### src/rtl/alu_arbiter.sv
// Round-robin arbiter and sequencer that lets two requesters share one ALU.
// Each operation is accepted in IDLE, executed on the ALU for one cycle (EXEC),
// and its registered result is offered back to the owner until taken (RESP).
module alu_arbiter #(
    parameter int WIDTH = 32,
    parameter int SEL_W = 3
) (
    input  logic             clk,
    input  logic             rst_n,

    input  logic             req0_valid,
    output logic             req0_ready,
    input  logic [WIDTH-1:0] req0_a,
    input  logic [WIDTH-1:0] req0_b,
    input  logic [SEL_W-1:0] req0_sel,

    input  logic             req1_valid,
    output logic             req1_ready,
    input  logic [WIDTH-1:0] req1_a,
    input  logic [WIDTH-1:0] req1_b,
    input  logic [SEL_W-1:0] req1_sel,

    output logic             rsp0_valid,
    input  logic             rsp0_ready,
    output logic [WIDTH-1:0] rsp0_result,
    output logic             rsp0_zero,

    output logic             rsp1_valid,
    input  logic             rsp1_ready,
    output logic [WIDTH-1:0] rsp1_result,
    output logic             rsp1_zero,

    output logic [WIDTH-1:0] alu_a,
    output logic [WIDTH-1:0] alu_b,
    output logic [SEL_W-1:0] alu_sel,
    input  logic [WIDTH-1:0] alu_out,
    input  logic             alu_zero,

    output logic             busy
);

    typedef enum logic [1:0] {
        IDLE = 2'd0,
        EXEC = 2'd1,
        RESP = 2'd2
    } state_t;

    state_t             state_q, state_d;
    logic               ptr_q, ptr_d;
    logic               owner_q, owner_d;
    logic [WIDTH-1:0]   aluA_q, aluA_d;
    logic [WIDTH-1:0]   aluB_q, aluB_d;
    logic [SEL_W-1:0]   aluSel_q, aluSel_d;
    logic [WIDTH-1:0]   result0_q, result0_d;
    logic [WIDTH-1:0]   result1_q, result1_d;
    logic               zero0_q, zero0_d;
    logic               zero1_q, zero1_d;

    logic               anyValid;
    logic               grant;
    logic               accept;
    logic               rspTaken;

    // Pick the requester to serve: a lone requester wins, a tie goes to the pointer.
    always_comb begin
        anyValid = req0_valid | req1_valid;
        grant    = 1'b0;
        if (req0_valid && req1_valid) begin
            grant = ptr_q;
        end else begin
            grant = req1_valid;
        end
        accept   = (state_q == IDLE) && anyValid;
        rspTaken = owner_q ? rsp1_ready : rsp0_ready;
    end

    // Next-state logic: latch operands on accept, capture the ALU in EXEC, wait in RESP.
    always_comb begin
        state_d   = state_q;
        ptr_d     = ptr_q;
        owner_d   = owner_q;
        aluA_d    = aluA_q;
        aluB_d    = aluB_q;
        aluSel_d  = aluSel_q;
        result0_d = result0_q;
        result1_d = result1_q;
        zero0_d   = zero0_q;
        zero1_d   = zero1_q;
        case (state_q)
            IDLE: begin
                if (accept) begin
                    state_d  = EXEC;
                    owner_d  = grant;
                    ptr_d    = ~grant;
                    aluA_d   = grant ? req1_a   : req0_a;
                    aluB_d   = grant ? req1_b   : req0_b;
                    aluSel_d = grant ? req1_sel : req0_sel;
                end
            end
            EXEC: begin
                state_d = RESP;
                if (owner_q) begin
                    result1_d = alu_out;
                    zero1_d   = alu_zero;
                end else begin
                    result0_d = alu_out;
                    zero0_d   = alu_zero;
                end
            end
            RESP: begin
                if (rspTaken) begin
                    state_d = IDLE;
                end
            end
            default: begin
                state_d = IDLE;
            end
        endcase
    end

    // State and datapath registers; reset discards any operation in flight.
    always_ff @(posedge clk or negedge rst_n) begin
        if (!rst_n) begin
            state_q   <= IDLE;
            ptr_q     <= 1'b0;
            owner_q   <= 1'b0;
            aluA_q    <= '0;
            aluB_q    <= '0;
            aluSel_q  <= '0;
            result0_q <= '0;
            result1_q <= '0;
            zero0_q   <= 1'b0;
            zero1_q   <= 1'b0;
        end else begin
            state_q   <= state_d;
            ptr_q     <= ptr_d;
            owner_q   <= owner_d;
            aluA_q    <= aluA_d;
            aluB_q    <= aluB_d;
            aluSel_q  <= aluSel_d;
            result0_q <= result0_d;
            result1_q <= result1_d;
            zero0_q   <= zero0_d;
            zero1_q   <= zero1_d;
        end
    end

    // Handshake outputs depend only on state, owner and grant.
    always_comb begin
        req0_ready = accept && !grant;
        req1_ready = accept && grant;
        rsp0_valid = (state_q == RESP) && !owner_q;
        rsp1_valid = (state_q == RESP) && owner_q;
        busy       = (state_q != IDLE);
    end

    assign alu_a       = aluA_q;
    assign alu_b       = aluB_q;
    assign alu_sel     = aluSel_q;
    assign rsp0_result = result0_q;
    assign rsp0_zero   = zero0_q;
    assign rsp1_result = result1_q;
    assign rsp1_zero   = zero1_q;

endmodule

### config.mk
export PLATFORM = sky130hd
export DESIGN_NAME = alu_arbiter
export DESIGN_NICKNAME = d
export VERILOG_FILES = /design/src/rtl/alu_arbiter.sv
export SDC_FILE = /design/constraint.sdc
export NUM_CORES = 1
export LEC_CHECK = 0
export ABC_AREA = 0
export BUFFER_PORTS_ARGS = -buffer_cell sky130_fd_sc_hd__buf_4
export CAP_MARGIN = 20
export CORE_MARGIN = 5
export CORE_UTILIZATION = 46
export DETAILED_ROUTE_END_ITERATION = 16
export PLACE_DENSITY = 0.83
export SLEW_MARGIN = 20
export SYNTH_ARGS = -nofsm -noshare
export SYNTH_HDL_FRONTEND = slang
export SYNTH_SLANG_ARGS = --single-unit
### constraint.sdc
create_clock -name clk -period 2.05 [get_ports clk]
set_input_delay 0.205 -clock clk [delete_from_list [all_inputs] [get_ports clk]]
set_output_delay 0.205 -clock clk [all_outputs]
set_load 0.01 [all_outputs]
# --- Yosys cells after proc, flatten, opt, wreduce, memory -nomap -nowiden ---
# Cells that the tools add are included.
op_classes:
  muxes: 8
  eq_ne: 4
  div: 0
  n_lt_le_gt_ge: 0
  multipliers: 0
  add_sub_neg: 0
  shifts: 0
  reduce_logical: 14
  n_bitwise: 3
ops:
  columns: ["cell", "n"]
  rows:
  - ["32-bit 2-to-1 mux", 2]
  - ["2-bit AND reduction", 4]
  - ["1-bit logical AND", 6]
  - ["2-bit one-hot mux with 3 select lines", 1]
  - ["2-bit 2-to-1 mux", 2]
  - ["2-bit inequality test, second input constant", 2]
  - ["3-bit 2-to-1 mux", 1]
  - ["2-bit by 1-bit == test with 1-bit output, second input constant", 1]
  - ["2-bit == test, second input constant", 1]
  - ["1-bit zero test", 2]
  - ["2-bit zero test", 1]
  - ["1-bit 2-to-1 mux", 2]
  - ["1-bit inverter", 2]
  - ["2-bit nonzero test", 1]
  - ["1-bit bitwise OR", 1]
word_totals:
  mem_bits_rw: 0
  out_inout_bits: 138
  mem_bits_ro: 0
  regBits: 137
  latchBits: 0
  n_memories: 0
  inputBits: 173

# --- Depth between registers and ports, before layout ---
# Gate-level depths: netlist (run 1).
depth:
  depth_word: 4
  ltp_mapped: 7
  depth_no_buf: 4

# --- Least setup slack after synthesis (run 1) ---
# Ideal clock, no wire load.
synth_path:
  kind: "reg2reg"
  start: "register state_q[1]"
  end: "register result1_q[10] (netlist: rsp1_result[10])"
  t_arrival_ns: 1.298
  synth_period_minus_slack_ns: 1.424
  required_time_ns: 1.925
  n_path_buf: 2
  setup_slack_ns: 0.626
  setup_time_ns: 0.125
  path_stages_with_launch: 6
  cell_sequence: "dfrtp_1 nand2b_4 or2_1 buf_6 buf_12 mux2_4"
synth_between:
  elab_chain_cells: 2
synth_rtl:
  columns: ["element", "line_no", "rtl"]
  rows:
  - ["start, declared", "48", "state_t state_q, state_d;"]
  - ["start signal, assigned", "135", "state_q <= state_d;"]
  - ["2-bit by 1-bit == test with 1-bit output", "89", "case (state_q)"]
  - ["2-bit AND reduction (no line)", null, null]
  - ["end signal, assigned", "142", "result1_q <= result1_d;"]
  - ["end, declared", "55", "logic [WIDTH-1:0] result1_q, result1_d;"]
# Every way passes these cells.
# A chain may end at the register's enable or synchronous reset.

# --- Worst setup path after layout (run 1) ---
layout_path:
  start: "register ptr_q"
  end: "output req1_ready"
layout_between:
  elab_chain_cells: 2
layout_rtl:
  columns: ["element", "line_no", "rtl"]
  rows:
  - ["start, declared", "49", "logic ptr_q, ptr_d;"]
  - ["start signal, assigned", "136", "ptr_q <= ptr_d;"]
  - ["1-bit 2-to-1 mux", "68", "if (req0_valid && req1_valid) begin"]
  - ["1-bit logical AND", "151", "req1_ready = accept && grant;"]
  - ["end, declared", "18", "output logic req1_ready,"]
# Every way passes these cells.

==> impl_metrics.json, run 1 <==
{
  "rows": 42,
  "postCtsHoldBufs": 1,
  "cts_buffer_depth": 2,
  "yosysWarnings": 0,
  "crit_path_end_kind": "output pin",
  "fillers": 991,
  "gp_congestion": 0.8353,
  "hold_class": "in2reg",
  "synth_cells": 552,
  "ys_top_cells_by_area": "dfrtp_1 55%, mux2_4 7.3%, a31oi_1 6.8%",
  "vias": 5709,
  "overflow": 0,
  "cts_tree": "built",
  "fin_util_pct": 69.77,
  "min_period_ns": 1.811,
  "fp.dieW_um": 125.9,
  "grt_pass1_vias": 5748,
  "max_cap_violations": 0,
  "skew_ns": 0.008436,
  "postCtsSetupRepairBufs": 0,
  "worst-setup-path-type": "reg2out",
  "leakagePower_nw": 4.318,
  "place_hpwl_um": 14470,
  "place_area_um2": 8616,
  "clk_latency_ns": 0.41,
  "clock-sinks": 137,
  "setup_tns_ns": 0,
  "fin_nets": 1014,
  "drtAntennaViolNets": 0,
  "synth_edf_count": 0,
  "ios": 311,
  "grt_busiest_layer": "met2",
  "ys_seq_area_share_pct": 55.50,
  "portBuffers": 310,
  "gr-usage-met3_pct": 8.044,
  "finalPower_mw": 14.82,
  "stdcell_count": 1030,
  "dieArea_um2": 15850,
  "path_clk_slew_ns": 0.06,
  "hold_viol_final": 0,
  "status": "finished, final reports clean",
  "cp.arrival_ns": 1.61,
  "cts_buffers": 17,
  "drtIter0Drc": 409,
  "synth_flop_cell": "dfrtp_1",
  "die_h_um": 125.9,
  "root_buffer": "clkbuf_16",
  "peakVddDrop_v": 0.0006845,
  "cp_max_fo": 22,
  "design.core.area_um2": 13190,
  "synth_commonest_cells": "137 x dfrtp_1, 69 x o21ai_0, 68 x nand3_1",
  "fmax_mhz": 552.2,
  "route.detailed.drc": 0,
  "syn_nets": 725,
  "ys_ff_latch": 137,
  "gr-usage-met1_pct": 30.16,
  "htreeDepth": 4,
  "start_kind": "flop",
  "cts_resized": 0,
  "syn_area_per_cell_um2": 11.19,
  "synth.top_cell.area_share_pct": 55.50,
  "gr-usage-met2_pct": 42.41,
  "initial_core_util_pct": 46.83,
  "first_pass_iters": 5,
  "ys_async_sr_fraction_pct": 100.0,
  "netlist-cell-type-count": 22,
  "rsz0062_at_grt": "no",
  "design_area_um2": 9203,
  "yosysMostFrequentCell": "dfrtp_1",
  "antenna_found_initial": 1,
  "slew_violations": 0,
  "grt_pass1_wl_um": 31670,
  "place_inst": 997,
  "setup_viol": 0,
  "slew-limit-headroom_pct": 67.00,
  "routedWlPerCell_um": 20.07,
  "synth_top_area_cell": "dfrtp_1",
  "tightest_slew_ns": 0.4951,
  "finalCritPeriodShare_pct": 88.33,
  "grt_max_degree": 61,
  "totalWireLength_um": 20670,
  "p_per_area_nw_per_um2": 1610,
  "drive_above_1_share_pct": 51.11,
  "synth_area_um2": 6177,
  "grt_usage_pct": 25.18,
  "area_delta_synth_final_pct": 48.98,
  "cp.required_ns": 1.85,
  "avgViaCountPerCell": 5.543
}
where the power goes:
group          total (mW)  switching (mW)  internal [mW]
clock                2.98            1.19           1.79
combinational        6.86            3.27           3.59
sequential           4.98           0.869           4.12
total                14.8            5.33           9.49
layout make-up:
class                           count  area, um2  share of cell area [%]
Sequential cell                   137       3428                   37.25
Timing Repair Buffer              329       2551                   27.72
Multi-Input combinational cell    352       2411                   26.20
Clock buffer                       17      425.4                   4.623
Tap cell                          176      220.2                   2.393
Clock inverter                     14      148.9                   1.618
Inverter                            4      15.01                  0.1632
Antenna cell                        1      2.502                 0.02719
cell usage in the layout (no fill, tap or decap):
| master | n |
|---|---|
| buf_4 | 321 |
| dfrtp_1 | 137 |
| o21ai_0 | 69 |
| nand3_1 | 68 |
| a21oi_1 | 67 |
| a31oi_1 | 67 |
| mux2_2 | 37 |
| mux2_4 | 30 |
| clkbuf_16 | 17 |
| buf_12 | 6 |
| clkinv_4 | 5 |
| clkinv_2 | 4 |
| inv_2 | 3 |
| nor2_1 | 3 |
| nor2_4 | 2 |
| or2_2 | 2 |
| bufinv_16 | 2 |
| inv_6 | 2 |
| diode_2 | 1 |
| nand2b_2 | 1 |
| a211oi_1 | 1 |
| inv_1 | 1 |
| nand2b_1 | 1 |
| and2b_1 | 1 |
| nand2b_4 | 1 |
| nor2_2 | 1 |
| o21a_1 | 1 |
| clkinvlp_4 | 1 |
| dlygate4sd3_1 | 1 |
| buf_6 | 1 |
logic make-up after synthesis:
kind of cell	count (synthesis)	synth area share, %
compound gates	205	18.05
buf+inv	63	5.671
flops	137	55.50
mux	67	14.04
simple gates	80	6.745
worst max-delay path, cell delays in order, from the launching register on:
cell      delay, ns
dfrtp_1        0.39
nand2b_2       0.21
buf_4          0.22
nand3_1        0.16
inv_1          0.05
buf_4          0.15
flip-flops by register name, summed over array words and instances (netlist names):
name and cells:
rsp0_result 32, owner_q 1, rsp0_zero 1, alu_b 32, state_q 2, rsp1_result 32, alu_a 32, ptr_q 1
rsp1_zero 1, alu_sel 3
final timing paths:
| check | depth (start not counted) | slack (ns) | from | to |
|---|---|---|---|---|
| worst max-delay path | 5 | 0.24 | ptr_q | req1_ready |
| worst min-delay path | 2 | 0.03 | alu_out[28] | rsp1_result[28] |
| worst max register to register | 4 | 0.51 | state_q[1] | rsp1_result[14] |
| worst min register to register | 1 | 0.51 | rsp0_result[5] | rsp0_result[5] |
| max in group asynchronous | 3 | 1.18 | rst_n | alu_b[25] |
| min in group asynchronous | 2 | 0.24 | rst_n | rsp1_result[15] |
routing by layer:
| metal | wire, um | part of all wire (%) |
|---|---|---|
| met1 | 7738 | 37 |
| met4 | 498 | 2.4 |
| met5 | 0 | 0 |
| met2 | 10620 | 51 |
| met3 | 1813 | 8.8 |
per-stage QoR:
step	setup WS [ns]	hold slack (ns)
finish	0.2392	0.02921
CTS	0.1863	0.009377
global placement	0.5559	0.09701
global route	0.1155	0.01257
floorplan	0.6265	-0.09059
detailed placement	0.5133	0.09740
(Power assumes the default switching activity.)
==> run 2: changes to the inputs <==
- HOLD_SLACK_MARGIN: not set -> 0.06
- PLACE_DENSITY: 0.83 -> 0.81
==> run 2 against run 1 <==
  * Fmax is 8.9% lower
  * Critical path depth unchanged
  * Setup slack got worse by 0.18 ns
  * Global-route usage increased by 4.2 points
  * Power grew 4.7%
  * Final area grew 8.4%
  * Flip-flop and latch count stayed put
==> impl_metrics.json, run 2 (synthesis gave the netlist of run 1 again) <==
{
  "status": "finished, final reports clean",
  "clk_latency_ns": 0.43,
  "cts_buffer_depth": 2,
  "cts_tree": "built",
  "grt_pass1_vias": 6604,
  "multi_input_area_um2": 2411,
  "rows": 42,
  "antenna_found_initial": 0,
  "power_frac_seq_pct": 32.8,
  "drtIter0Drc": 569,
  "layout_common_cells": "322 x buf_4, 137 x dfrtp_1, 74 x dlygate4sd3_1",
  "gp_congestion": 0.9065,
  "portBuffers": 310,
  "peakVddDrop_v": 0.0007844,
  "totalWireLength_um": 23500,
  "root_buffer": "clkbuf_16",
  "p_per_area_nw_per_um2": 1556,
  "min_period_ns": 1.988,
  "skew_ns": 0.01333,
  "drive_above_1_share_pct": 47.15,
  "grt_max_degree": 68,
  "ios": 311,
  "tightest_slew_ns": 0.6972,
  "die_h_um": 125.9,
  "pwr-share-comb_pct": 46.9,
  "regArea_um2": 3428,
  "overflow": 0,
  "setup_tns_ns": 0,
  "crit_path_end_kind": "flop",
  "grt_usage_pct": 29.33,
  "slew-limit-headroom_pct": 53.52,
  "vias": 6363,
  "intPower_mw": 9.911,
  "route.detailed.drc": 0,
  "leakagePower_nw": 4.635,
  "hold_viol_final": 0,
  "first_pass_iters": 5,
  "finalCritPeriodShare_pct": 97.00,
  "initial_core_util_pct": 46.83,
  "p_switching_mw": 5.611,
  "antenna_cells": 0,
  "fin_nets": 1089,
  "drtAntennaViolNets": 0,
  "htreeDepth": 4,
  "clock-sinks": 137,
  "start_kind": "flop",
  "hold_class": "in2reg",
  "design_area_um2": 9977,
  "grt_pass1_wl_um": 37060,
  "worst-setup-path-type": "reg2reg",
  "dieArea_um2": 15850,
  "cts_buffers": 17,
  "cp.arrival_ns": 2.34,
  "p_sw_share_pct": 36.15,
  "setup_viol": 0,
  "path_clk_slew_ns": 0.06,
  "slew_violations": 0,
  "design.core.area_um2": 13190,
  "area_delta_synth_final_pct": 61.52,
  "final_common_cell": "buf_4",
  "fillers": 813,
  "max_cap_violations": 0,
  "clkPwrFrac_pct": 20.3,
  "place_area_um2": 8611,
  "avgViaCountPerCell": 5.758,
  "cp.required_ns": 2.40,
  "routedWlPerCell_um": 21.27,
  "fmax_mhz": 502.9,
  "cp_max_fo": 26,
  "fp.dieW_um": 125.9,
  "place_hpwl_um": 14890
}
## run 2: power by group through the flow
| stage | sequential [mW] | combinational [mW] | clock [mW] |
|---|---|---|---|
| finish | 5.09 | 7.28 | 3.16 |
| global route | 5.23 | 7.78 | 3.32 |
| CTS | 5.02 | 7.13 | 3.20 |
| detailed placement | 5.01 | 6.87 | 0 |
| global placement | 4.94 | 6.65 | 0 |
| floorplan | 5.48 | 2.96 | 0 |
## run 2: path summary, 6_finish.rpt
check | endpoint | depth (start not counted) | startpoint | slack (ns)
worst max-delay path | alu_a[4] | 5 | state_q[0] | 0.06
worst min-delay path | alu_b[29] | 3 | req0_b[29] | 0.08
worst max register to register | alu_a[4] | 5 | state_q[0] | 0.06
worst min register to register | rsp1_result[31] | 1 | rsp1_result[31] | 0.51
max in group asynchronous | alu_sel[0] | 3 | rst_n | 1.06
min in group asynchronous | rsp1_result[5] | 2 | rst_n | 0.32
## run 2: routing by layer
metal	global-route usage (%)	wire [um]
met5	0	0
met4	10.91	799
met3	8.891	2317
met2	49.36	11690
met1	35.71	8692
## run 2: worst max-delay path, stage by stage, from the launching register on
cell and delay, ns:
dfrtp_1 0.45, nor2_4 0.21, buf_4 0.33, a21oi_1 0.12
a31oi_1 0.20, dlygate4sd3_1 0.60
## run 2: timing repair
item                       CTS  global route
setup buffers                0             1
setup endpoints to repair    0             5
hold endpoints to repair   151             0
hold buffers                74             0
gates resized for setup      0             2
## run 2: stage by stage
step	total power, mW	instances	util [%]	setup slack (ns)	hold WS (ns)
2_1_floorplan	8.443	552	-	0.6265	-0.09059
3_5_place_dp	11.88	998	65.28	0.5150	0.2061
4_1_cts	15.35	1104	75.53	0.02705	0.06000
3_3_place_gp	11.59	998	65.28	0.5463	0.1961
5_1_grt	16.34	1105	75.64	-0.01035	0.07164
6_report	15.52	1105	75.64	0.06157	0.07501
## run 2: final cells by class
class / instances / share of cell area [%]
sequential: 137 / 34.36
timing repair buffer: 404 / 32.99
multi-input combinational: 352 / 24.17
clock buffer: 19 / 4.439
tap: 176 / 2.207
clock inverter: 13 / 1.680
inverter: 4 / 0.1505
==> run 3: changes to the inputs <==
- RECOVER_POWER: not set -> 25
==> run 3 against run 2 <==
  * Via count grew 0.11%
  * Clock skew hardly changed
  * Die area stayed put
  * Critical path depth did not move
  * Flip-flop and latch count did not move
  * Power is essentially flat
  * Combinational power barely moved
  * Non-clock buffer count unchanged
  * Setup slack worse by 0.00083 ns
==> impl_metrics.json, run 3 (synthesis gave the netlist of run 1 again) <==
{
  "status": "finished, final reports clean",
  "root_buffer": "clkbuf_16",
  "crit_path_end_kind": "flop",
  "cp_cell_sequence": "nor2_4 > buf_4 > a21oi_1 > a31oi_1 > dlygate4sd3_1",
  "peakVddDrop_v": 0.0007842,
  "wl_met3_um": 2353,
  "stdcell_count": 1105,
  "antenna_found_initial": 0,
  "tightest_slew_ns": 1.418,
  "clk_latency_ns": 0.43,
  "finalWorstSetupSlack_ns": 0.06074,
  "drtIter0Drc": 516,
  "first_pass_iters": 5,
  "grt_pass1_wl_um": 37060,
  "regArea_um2": 3428,
  "cpPeakStageDelay_ns": 0.60,
  "die_h_um": 125.9,
  "place_area_um2": 8611,
  "met1_length_um": 8660,
  "antenna_cells": 0,
  "p_per_area_nw_per_um2": 1558,
  "cp_slowest_cell": "dlygate4sd3_1",
  "slew_violations": 0,
  "design_area_um2": 9960,
  "vias": 6370,
  "hold_viol_final": 0,
  "path_clk_slew_ns": 0.06,
  "initial_core_util_pct": 46.83,
  "totalWireLength_um": 23510,
  "fmax_mhz": 502.7,
  "routedWlPerCell_um": 21.27,
  "worst-setup-path-type": "reg2reg",
  "final_common_cell": "buf_4",
  "dp_slack_ns": 0.5150,
  "dieArea_um2": 15850,
  "fin_nets": 1089,
  "finalCritPeriodShare_pct": 97.04,
  "avgViaCountPerCell": 5.765,
  "route.detailed.drc": 0,
  "htreeDepth": 4,
  "design.core.area_um2": 13190,
  "fin_util_pct": 75.51,
  "rows": 42,
  "min_period_ns": 1.989,
  "start_kind": "flop",
  "cts_buffer_depth": 2,
  "layout_common_cells": "321 x buf_4, 137 x dfrtp_1, 74 x dlygate4sd3_1",
  "setup_tns_ns": 0,
  "portBuffers": 310,
  "overflow": 0,
  "place_inst": 998,
  "grt_usage_pct": 29.33,
  "cts_buffers": 17,
  "grt_pass1_vias": 6604,
  "hold_slack_ns": 0.07519,
  "multi_input_area_um2": 2411,
  "ios": 311,
  "fillers": 819,
  "path_buf_inv": 2,
  "highest_layer": "met4",
  "wl_met2_um": 11750,
  "gp_congestion": 0.9065,
  "finalPower_mw": 15.52,
  "cp_max_fo": 26,
  "fp.dieW_um": 125.9,
  "skew_ns": 0.01287,
  "slew-limit-headroom_pct": 5.451,
  "cts_tree": "built",
  "cpLargestDelayFamily": "buffers and inverters",
  "cp.arrival_ns": 2.34,
  "area_delta_synth_final_pct": 61.23,
  "leakagePower_nw": 4.629,
  "hold_class": "in2reg",
  "place_hpwl_um": 14890,
  "drtAntennaViolNets": 0,
  "grt_max_degree": 68,
  "drive_above_1_share_pct": 47.15,
  "setup_viol": 0,
  "clock-sinks": 137,
  "cp.required_ns": 2.40,
  "max_cap_violations": 0
}
## run 3: changes by cell type in the layout (fill, tap and decap cells not counted), sizes merged
cell,change
buf,-2
clkbuf,+2
## run 3: repair_timing
item                                    CTS  global route
endpoints found under the hold margin   151             0
buffers inserted                          0             1
hold buffers                             74             0
endpoints found under the setup margin    0             5
resized for setup                         0             2
## run 3: power breakdown
part | switching, mW | internal [mW]
Combinational | 3.44 | 3.83
Sequential | 0.969 | 4.12
Clock | 1.20 | 1.96
## run 3: final timing paths
path	to	cells after the start	start	slack, ns
min reg2reg	rsp1_result[31]	1	rsp1_result[31]	0.51
min	alu_a[7]	3	req1_a[7]	0.08
max reg2reg	alu_a[4]	5	state_q[0]	0.06
min in group asynchronous	rsp1_result[5]	2	rst_n	0.66
max	alu_a[4]	5	state_q[0]	0.06
max in group asynchronous	alu_b[25]	3	rst_n	0.35
## run 3: worst min-delay path, cell delays in order
cell,delay (ns)
buf_4,0.11
nand3_1,0.07
a31oi_1,0.07
## run 3: layout make-up
| type | count | area share, % |
|---|---|---|
| flip-flops and latches | 137 | 34.42 |
| well taps | 176 | 2.211 |
| multi-input cells | 352 | 24.21 |
| clock inverters | 13 | 1.683 |
| clock buffers | 19 | 4.447 |
| inverters | 4 | 0.1508 |
| repair buffers | 404 | 32.88 |
## run 3: metal layers
| metal | vias up | track usage (%) |
|---|---|---|
| met5 | - | 0 |
| li1 | 2756 | - |
| met1 | 3104 | 35.71 |
| met3 | 64 | 8.891 |
| met2 | 446 | 49.36 |
| met4 | 0 | 10.91 |
